**src/rtl/ps2_pkg.sv**
```systemverilog
// Shared types and constants for the PS/2 key-event receiver.
package ps2_pkg;

  localparam logic [7:0] PS2_PREFIX_EXT = 8'hE0;
  localparam logic [7:0] PS2_PREFIX_BRK = 8'hF0;

  typedef enum logic [1:0] {
    IDLE,
    DATA,
    PARITY,
    STOP
  } rx_state_e;

  typedef struct packed {
    logic       ext;
    logic       brk;
    logic [7:0] code;
  } key_evt_t;

endpackage

```
**src/rtl/ps2_event_fifo.sv**
```systemverilog
// Show-ahead key-event FIFO; a push into a full FIFO without a pop is dropped and flagged.
module ps2_event_fifo
  import ps2_pkg::*;
#(
  parameter int unsigned FIFO_DEPTH = 8,
  parameter int unsigned CNT_W      = $clog2(FIFO_DEPTH) + 1
) (
  input  logic             clk,
  input  logic             reset,
  input  logic             push,
  input  key_evt_t         wdata,
  input  logic             pop,
  output key_evt_t         rdata,
  output logic             full,
  output logic             empty,
  output logic [CNT_W-1:0] count,
  output logic             overflow
);

  localparam int unsigned PTR_W = $clog2(FIFO_DEPTH);

  key_evt_t         mem_q [FIFO_DEPTH];
  logic [PTR_W-1:0] wr_ptr_q, rd_ptr_q;
  logic [CNT_W-1:0] count_q;
  logic             overflow_q;
  logic             do_push, do_pop;

  assign full     = (count_q == CNT_W'(FIFO_DEPTH));
  assign empty    = (count_q == '0);
  assign do_pop   = pop & ~empty;
  // A full FIFO still accepts a push when the head leaves in the same cycle.
  assign do_push  = push & (~full | do_pop);
  assign rdata    = mem_q[rd_ptr_q];
  assign count    = count_q;
  assign overflow = overflow_q;

  always_ff @(posedge clk or posedge reset) begin
    if (reset) begin
      for (int i = 0; i < FIFO_DEPTH; i++) mem_q[i] <= '0;
      wr_ptr_q   <= '0;
      rd_ptr_q   <= '0;
      count_q    <= '0;
      overflow_q <= 1'b0;
    end else begin
      overflow_q <= push & ~do_push;
      if (do_push) begin
        mem_q[wr_ptr_q] <= wdata;
        wr_ptr_q        <= wr_ptr_q + PTR_W'(1);
      end
      if (do_pop) rd_ptr_q <= rd_ptr_q + PTR_W'(1);
      if (do_push && !do_pop) count_q <= count_q + CNT_W'(1);
      else if (!do_push && do_pop) count_q <= count_q - CNT_W'(1);
    end
  end

endmodule

```
**src/rtl/ps2_key_event_rx.sv**
```systemverilog
// PS/2 keyboard receiver: frame checking, E0/F0 prefix folding and a buffered event stream.
// Optional PS2_TYPEMATIC_FILTER_EN drops repeated makes of keys already held down.
module ps2_key_event_rx
  import ps2_pkg::*;
#(
  parameter int unsigned SYNC_STAGES    = 3,
  parameter int unsigned TIMEOUT_CYCLES = 50000,
  parameter int unsigned FIFO_DEPTH     = 8,
  parameter int unsigned CNT_W          = $clog2(FIFO_DEPTH) + 1
) (
  input  logic             clk,
  input  logic             reset,
  input  logic             ps2_clk_in,
  input  logic             ps2_data_in,
  output logic             evt_valid,
  input  logic             evt_ready,
  output logic [7:0]       evt_code,
  output logic             evt_ext,
  output logic             evt_break,
  output logic [CNT_W-1:0] fifo_count,
  output logic             parity_err,
  output logic             frame_err,
  output logic             overflow
);

  localparam int unsigned TMO_W = $clog2(TIMEOUT_CYCLES + 1);

  logic [SYNC_STAGES-1:0] clk_sync_q, data_sync_q;
  logic                   clk_prev_q;
  logic                   ps2_clk_s, ps2_data_s, fall;

  rx_state_e        state_q, state_d;
  logic [2:0]       bit_idx_q, bit_idx_d;
  logic [7:0]       shift_q, shift_d;
  logic             parity_q, parity_d;
  logic [TMO_W-1:0] tmo_q, tmo_d;
  logic             ext_q, ext_d, brk_q, brk_d;
  logic             perr_q, perr_d, ferr_q, ferr_d;
  logic             byte_ok, push, fifo_push, fifo_empty;
  key_evt_t         push_evt, head_evt;

  always_ff @(posedge clk or posedge reset) begin
    if (reset) begin
      clk_sync_q  <= '1;
      data_sync_q <= '1;
      clk_prev_q  <= 1'b1;
    end else begin
      clk_sync_q  <= {clk_sync_q[SYNC_STAGES-2:0], ps2_clk_in};
      data_sync_q <= {data_sync_q[SYNC_STAGES-2:0], ps2_data_in};
      clk_prev_q  <= clk_sync_q[SYNC_STAGES-1];
    end
  end

  assign ps2_clk_s  = clk_sync_q[SYNC_STAGES-1];
  assign ps2_data_s = data_sync_q[SYNC_STAGES-1];
  assign fall       = clk_prev_q & ~ps2_clk_s;

  always_ff @(posedge clk or posedge reset) begin
    if (reset) begin
      state_q   <= IDLE;
      bit_idx_q <= '0;
      shift_q   <= '0;
      parity_q  <= 1'b0;
      tmo_q     <= '0;
      ext_q     <= 1'b0;
      brk_q     <= 1'b0;
      perr_q    <= 1'b0;
      ferr_q    <= 1'b0;
    end else begin
      state_q   <= state_d;
      bit_idx_q <= bit_idx_d;
      shift_q   <= shift_d;
      parity_q  <= parity_d;
      tmo_q     <= tmo_d;
      ext_q     <= ext_d;
      brk_q     <= brk_d;
      perr_q    <= perr_d;
      ferr_q    <= ferr_d;
    end
  end

  always_comb begin
    state_d   = state_q;
    bit_idx_d = bit_idx_q;
    shift_d   = shift_q;
    parity_d  = parity_q;
    tmo_d     = tmo_q;
    ext_d     = ext_q;
    brk_d     = brk_q;
    perr_d    = 1'b0;
    ferr_d    = 1'b0;
    byte_ok   = 1'b0;
    push      = 1'b0;
    push_evt  = '{ext: ext_q, brk: brk_q, code: shift_q};

    if (fall) begin
      tmo_d = '0;
      unique case (state_q)
        IDLE: begin
          if (!ps2_data_s) begin
            state_d   = DATA;
            bit_idx_d = '0;
          end else begin
            ferr_d = 1'b1;
          end
        end
        DATA: begin
          shift_d   = {ps2_data_s, shift_q[7:1]};
          bit_idx_d = bit_idx_q + 3'd1;
          if (bit_idx_q == 3'd7) state_d = PARITY;
        end
        PARITY: begin
          parity_d = ps2_data_s;
          state_d  = STOP;
        end
        STOP: begin
          state_d = IDLE;
          if (!ps2_data_s) ferr_d = 1'b1;
          else if (^{shift_q, parity_q} != 1'b1) perr_d = 1'b1;
          else byte_ok = 1'b1;
        end
        default: state_d = IDLE;
      endcase
    end else if (state_q != IDLE) begin
      if (tmo_q == TMO_W'(TIMEOUT_CYCLES - 1)) begin
        state_d = IDLE;
        tmo_d   = '0;
        ferr_d  = 1'b1;
      end else begin
        tmo_d = tmo_q + TMO_W'(1);
      end
    end else begin
      tmo_d = '0;
    end

    if (ferr_d || perr_d) begin
      ext_d = 1'b0;
      brk_d = 1'b0;
    end

    if (byte_ok) begin
      if (shift_q == PS2_PREFIX_EXT) begin
        ext_d = 1'b1;
      end else if (shift_q == PS2_PREFIX_BRK) begin
        brk_d = 1'b1;
      end else begin
        push  = 1'b1;
        ext_d = 1'b0;
        brk_d = 1'b0;
      end
    end
  end

`ifdef PS2_TYPEMATIC_FILTER_EN
  logic [511:0] down_q, down_d;
  logic [8:0]   key_idx;

  assign key_idx = {ext_q, shift_q};

  always_ff @(posedge clk or posedge reset) begin
    if (reset) down_q <= '0;
    else       down_q <= down_d;
  end

  // Map tracks the key state even when the FIFO drops the event.
  always_comb begin
    down_d    = down_q;
    fifo_push = push;
    if (push) begin
      if (brk_q) begin
        down_d[key_idx] = 1'b0;
      end else if (down_q[key_idx]) begin
        fifo_push = 1'b0;
      end else begin
        down_d[key_idx] = 1'b1;
      end
    end
  end
`else
  assign fifo_push = push;
`endif

  ps2_event_fifo #(
    .FIFO_DEPTH(FIFO_DEPTH),
    .CNT_W     (CNT_W)
  ) u_fifo (
    .clk     (clk),
    .reset   (reset),
    .push    (fifo_push),
    .wdata   (push_evt),
    .pop     (evt_valid & evt_ready),
    .rdata   (head_evt),
    .full    (),
    .empty   (fifo_empty),
    .count   (fifo_count),
    .overflow(overflow)
  );

  assign evt_valid  = ~fifo_empty;
  assign evt_code   = head_evt.code;
  assign evt_ext    = head_evt.ext;
  assign evt_break  = head_evt.brk;
  assign parity_err = perr_q;
  assign frame_err  = ferr_q;

endmodule
```
**config.mk**
```make
export PLATFORM = sky130hd
export DESIGN_NAME = ps2_key_event_rx
export DESIGN_NICKNAME = d
export VERILOG_FILES = /design/src/rtl/ps2_pkg.sv /design/src/rtl/ps2_event_fifo.sv /design/src/rtl/ps2_key_event_rx.sv
export SDC_FILE = /design/constraint.sdc
export NUM_CORES = 1
export LEC_CHECK = 0
export ABC_CLOCK_PERIOD_IN_PS = 6100
export BUFFER_PORTS_ARGS = -buffer_cell sky130_fd_sc_hd__buf_2
export CAP_MARGIN = 20
export CORE_UTILIZATION = 46
export DETAILED_ROUTE_END_ITERATION = 10
export PLACE_DENSITY = 0.61
export SLEW_MARGIN = 25
export SYNTH_ARGS = -nofsm -noshare
export SYNTH_HDL_FRONTEND = slang
export SYNTH_SLANG_ARGS = --single-unit
```
**constraint.sdc**
```tcl
create_clock -name clk -period 6.1 [get_ports clk]
set_clock_uncertainty 0.15 [all_clocks]
set_input_delay 0.305 -clock clk [delete_from_list [all_inputs] [get_ports clk]]
set_output_delay 0.305 -clock clk [all_outputs]
set_load 0.05 [all_outputs]
```
==> metrics.md <==
| Metric | Value |
|---|---|
| Avg Inst Size Synth | 14.24 um^2 |
| Async S/R FF share, synth | 100.0% |
| TNS Setup | 0 ns |
| Top post-synthesis cells by area | dfrtp_1 51%, mux2_2 18%, mux4_2 7.3% |
| Die W | 117.8 um |
| WS Path Type | reg2reg |
| Die Footprint | 0.01387 mm^2 |
| YS warnings | 0 |
| CP endpoint kind | flop |
| Share of cells above drive strength 1 | 39.92% |
| Via count | 3512 |
| Final hold viol count | 0 |
| Main synth FF type | dfrtp_1 |
| Layout overhead on the synthesized area | 14.29% |
| Hold buffers post-CTS | 3 |
| PortBufs | 22 |
| Post-Syn Area | 0.006166 mm^2 |
| # setup viols final | 0 |
| Global-route wire length before repair | 19780 um |
| Final min period | 3.595 ns |
| Status | complete, no violations |
| Detailed Place HPWL | 7424 um |
| Top cell type's share of synthesized area | 50.73% |
| WL/cell | 18.28 um |
| Count leader, synth | dfrtp_1 |
| Total Wirelength | 11850 um |
| Initial core utilization | 48.08% |
| Average vias per placed instance | 5.420 |
| Max-Cap Viols | 0 |
| H-tree Lvls | 4 |
| Slew headroom | 32.71% |
| Synth unique cells | 44 |
| Power per cell area | 444.8 mW/mm^2 |
| Data required, critical path | 6.25 ns |
| GRT overflow | 0 |
| Total Nets Final | 481 |
| Postcts setup bufs | 0 |
| Ports | 23 |
| Die height | 117.8 um |
| Initial DRC count | 144 |
| Transition time of the tightest slew-check pin | 1.002 ns |
| Yosys reg bits | 132 |
| Most common library cells after synthesis | 125 x dfrtp_1, 97 x mux2_2, 24 x nor2_1, 20 x mux4_2, 16 x xnor2_1 |
| Final Cycle Share | 58.93% |
| Total CTS buffers | 17 |
| Worst min-delay path class | in2reg |
| Vias in the first global route | 3653 |
| Crit path launch type | flop |
| VDD IR max | 0.2462 mV |
| Leak | 3.364 nW |
| DRT antenna net count | 0 |
| Core area | 0.01282 mm^2 |
| Worst-path clk slew | 0.05 ns |
| Gr usage total | 18.91% |
| TritonRoute pass-1 iters | 4 |
| Max Transition Viols Final | 0 |
| # resized after CTS | 0 |
| Seq/Total Area, Yosys | 53.71% |
| Sink Count | 132 |
| RSZ-0062 raised after global routing | false |
| Fmax achieved | 278.2 MHz |
| CTS tree | done |
| Max Fanout on Critical Path | 13 |
| Final core occ | 54.95% |
| Area leader, netlist | dfrtp_1 |
| Mapped Cells | 433 |
| Pre-CTS setup slack | 2.511 ns |
| Insertion delay of the later-clocked pin in the worst-skew pair | 0.41 ns |
| DRC | 0 |
| Initial antenna violation count | 0 |
| Largest net degree at the start of global routing | 76 |
| # rows | 41 |
| # diodes | 0 |
| CTS root buf | clkbuf_16 |
| Post-synth EDFFs | 0 |
| Syn nets | 451 |
| Clock buffer depth | 2 |
| Worst EP arrival | 3.74 ns |
| PnR worst setup slack | 2.505 ns |
| RePlAce Congestion | 0.7244 |
==> worst paths after layout <==
check	start	endpoint	slack [ns]	cells after the start
min	evt_ready	u_fifo.rd_ptr_q[2]$_DFFE_PP0P_	0.03	3
max	shift_q[5]$_DFFE_PP0P_	u_fifo.count[3]$_DFFE_PP0P_	2.51	13
min reg2reg	data_sync_q[1]$_DFF_PP1_	data_sync_q[2]$_DFF_PP1_	0.20	0
min in group asynchronous	reset	u_fifo.mem_q[17]$_DFFE_PP0P_	0.40	3
max in group asynchronous	reset	u_fifo.rd_ptr_q[1]$_DFFE_PP0P_	4.15	4
max reg2reg	shift_q[5]$_DFFE_PP0P_	u_fifo.count[3]$_DFFE_PP0P_	2.51	13
==> per-layer routing <==
| metal | vias to the layer above | global-route usage [%] | share of wire [%] |
|---|---|---|---|
| met2 | 50 | 28.01 | 46 |
| met1 | 1826 | 27.17 | 49 |
| met4 | 0 | 7.772 | 1.7 |
| li1 | 1621 | - | - |
| met5 | - | 0 | 0 |
| met3 | 15 | 3.828 | 2.6 |
==> layout make-up <==
| type | instances | area, um^2 |
|---|---|---|
| Tap cell | 172 | 215.2 |
| Timing Repair Buffer | 30 | 188.9 |
| Clock inverter | 5 | 50.05 |
| Sequential cell | 132 | 3313 |
| Fill cell | 1081 | 5778 |
| Inverter | 10 | 42.54 |
| Multi-Input combinational cell | 272 | 2744 |
| Clock buffer | 27 | 493.0 |
==> worst max-delay path: stages (launching register included) <==
cell and delay, ns:
dfrtp_1 0.56, xor2_1 0.18, xnor3_2 0.52, xor2_2 0.50, nand3_1 0.23, inv_1 0.11
ha_1 0.18, inv_1 0.09, ha_1 0.27, a21o_1 0.17, a21oi_1 0.17, xnor2_1 0.14
nor2_1 0.06, xor2_1 0.14
==> through the flow <==
| step | hold WS (ns) | power (mW) | instances | cell area, um^2 |
|---|---|---|---|---|
| 2_1_floorplan | 0.1595 | 2.005 | 433 | 6166 |
| 3_3_place_gp | 0.1961 | 2.185 | 610 | 6436 |
| 3_5_place_dp | 0.1968 | 2.216 | 610 | 6437 |
| 4_1_cts | 0.01743 | 3.164 | 645 | 7010 |
| 5_1_grt | 0.04289 | 3.303 | 648 | 7047 |
| 6_report | 0.03306 | 3.134 | 648 | 7047 |
==> cell usage in the layout (no fill, tap or decap), drive strengths merged, types with 6 or more instances in the layout <==
cell	netlist	layout
mux2	102	102
a21oi	7	7
nor3	7	7
dfrtp	125	125
inv	10	10
dfstp	7	7
ha	12	12
nand2	14	14
nor2	24	24
mux4	20	20
buf	5	27
xor2	11	11
xnor2	18	18
nand3	11	11
clkbuf	14	27
nand4	6	6
==> flip-flops by register name (all words and copies together), names as in the netlist, 2 cells and up <==
register,flops
u_fifo.count,4
u_fifo.mem_q,80
bit_idx_q,3
clk_sync_q,3
data_sync_q,3
shift_q,8
state_q,2
tmo_q,16
u_fifo.wr_ptr_q,3
u_fifo.rd_ptr_q,3
==> cell families after synthesis <==
kind of cell | share of synthesized area [%]
compound gates | 1.948
xor+xnor | 5.053
fa+ha+maj | 2.760
buf+inv | 1.786
flops | 53.71
mux | 26.10
simple gates | 8.645
==> power by group <==
group	switching, mW	leakage [nW]	internal, mW	total [mW]
clock network	0.347	0.269	0.590	0.937
registers	0.223	1.78	0.993	1.22
logic	0.583	1.31	0.397	0.981
total	1.15	3.36	1.98	3.13
Note: power is estimated with default switching activity, not from simulation.
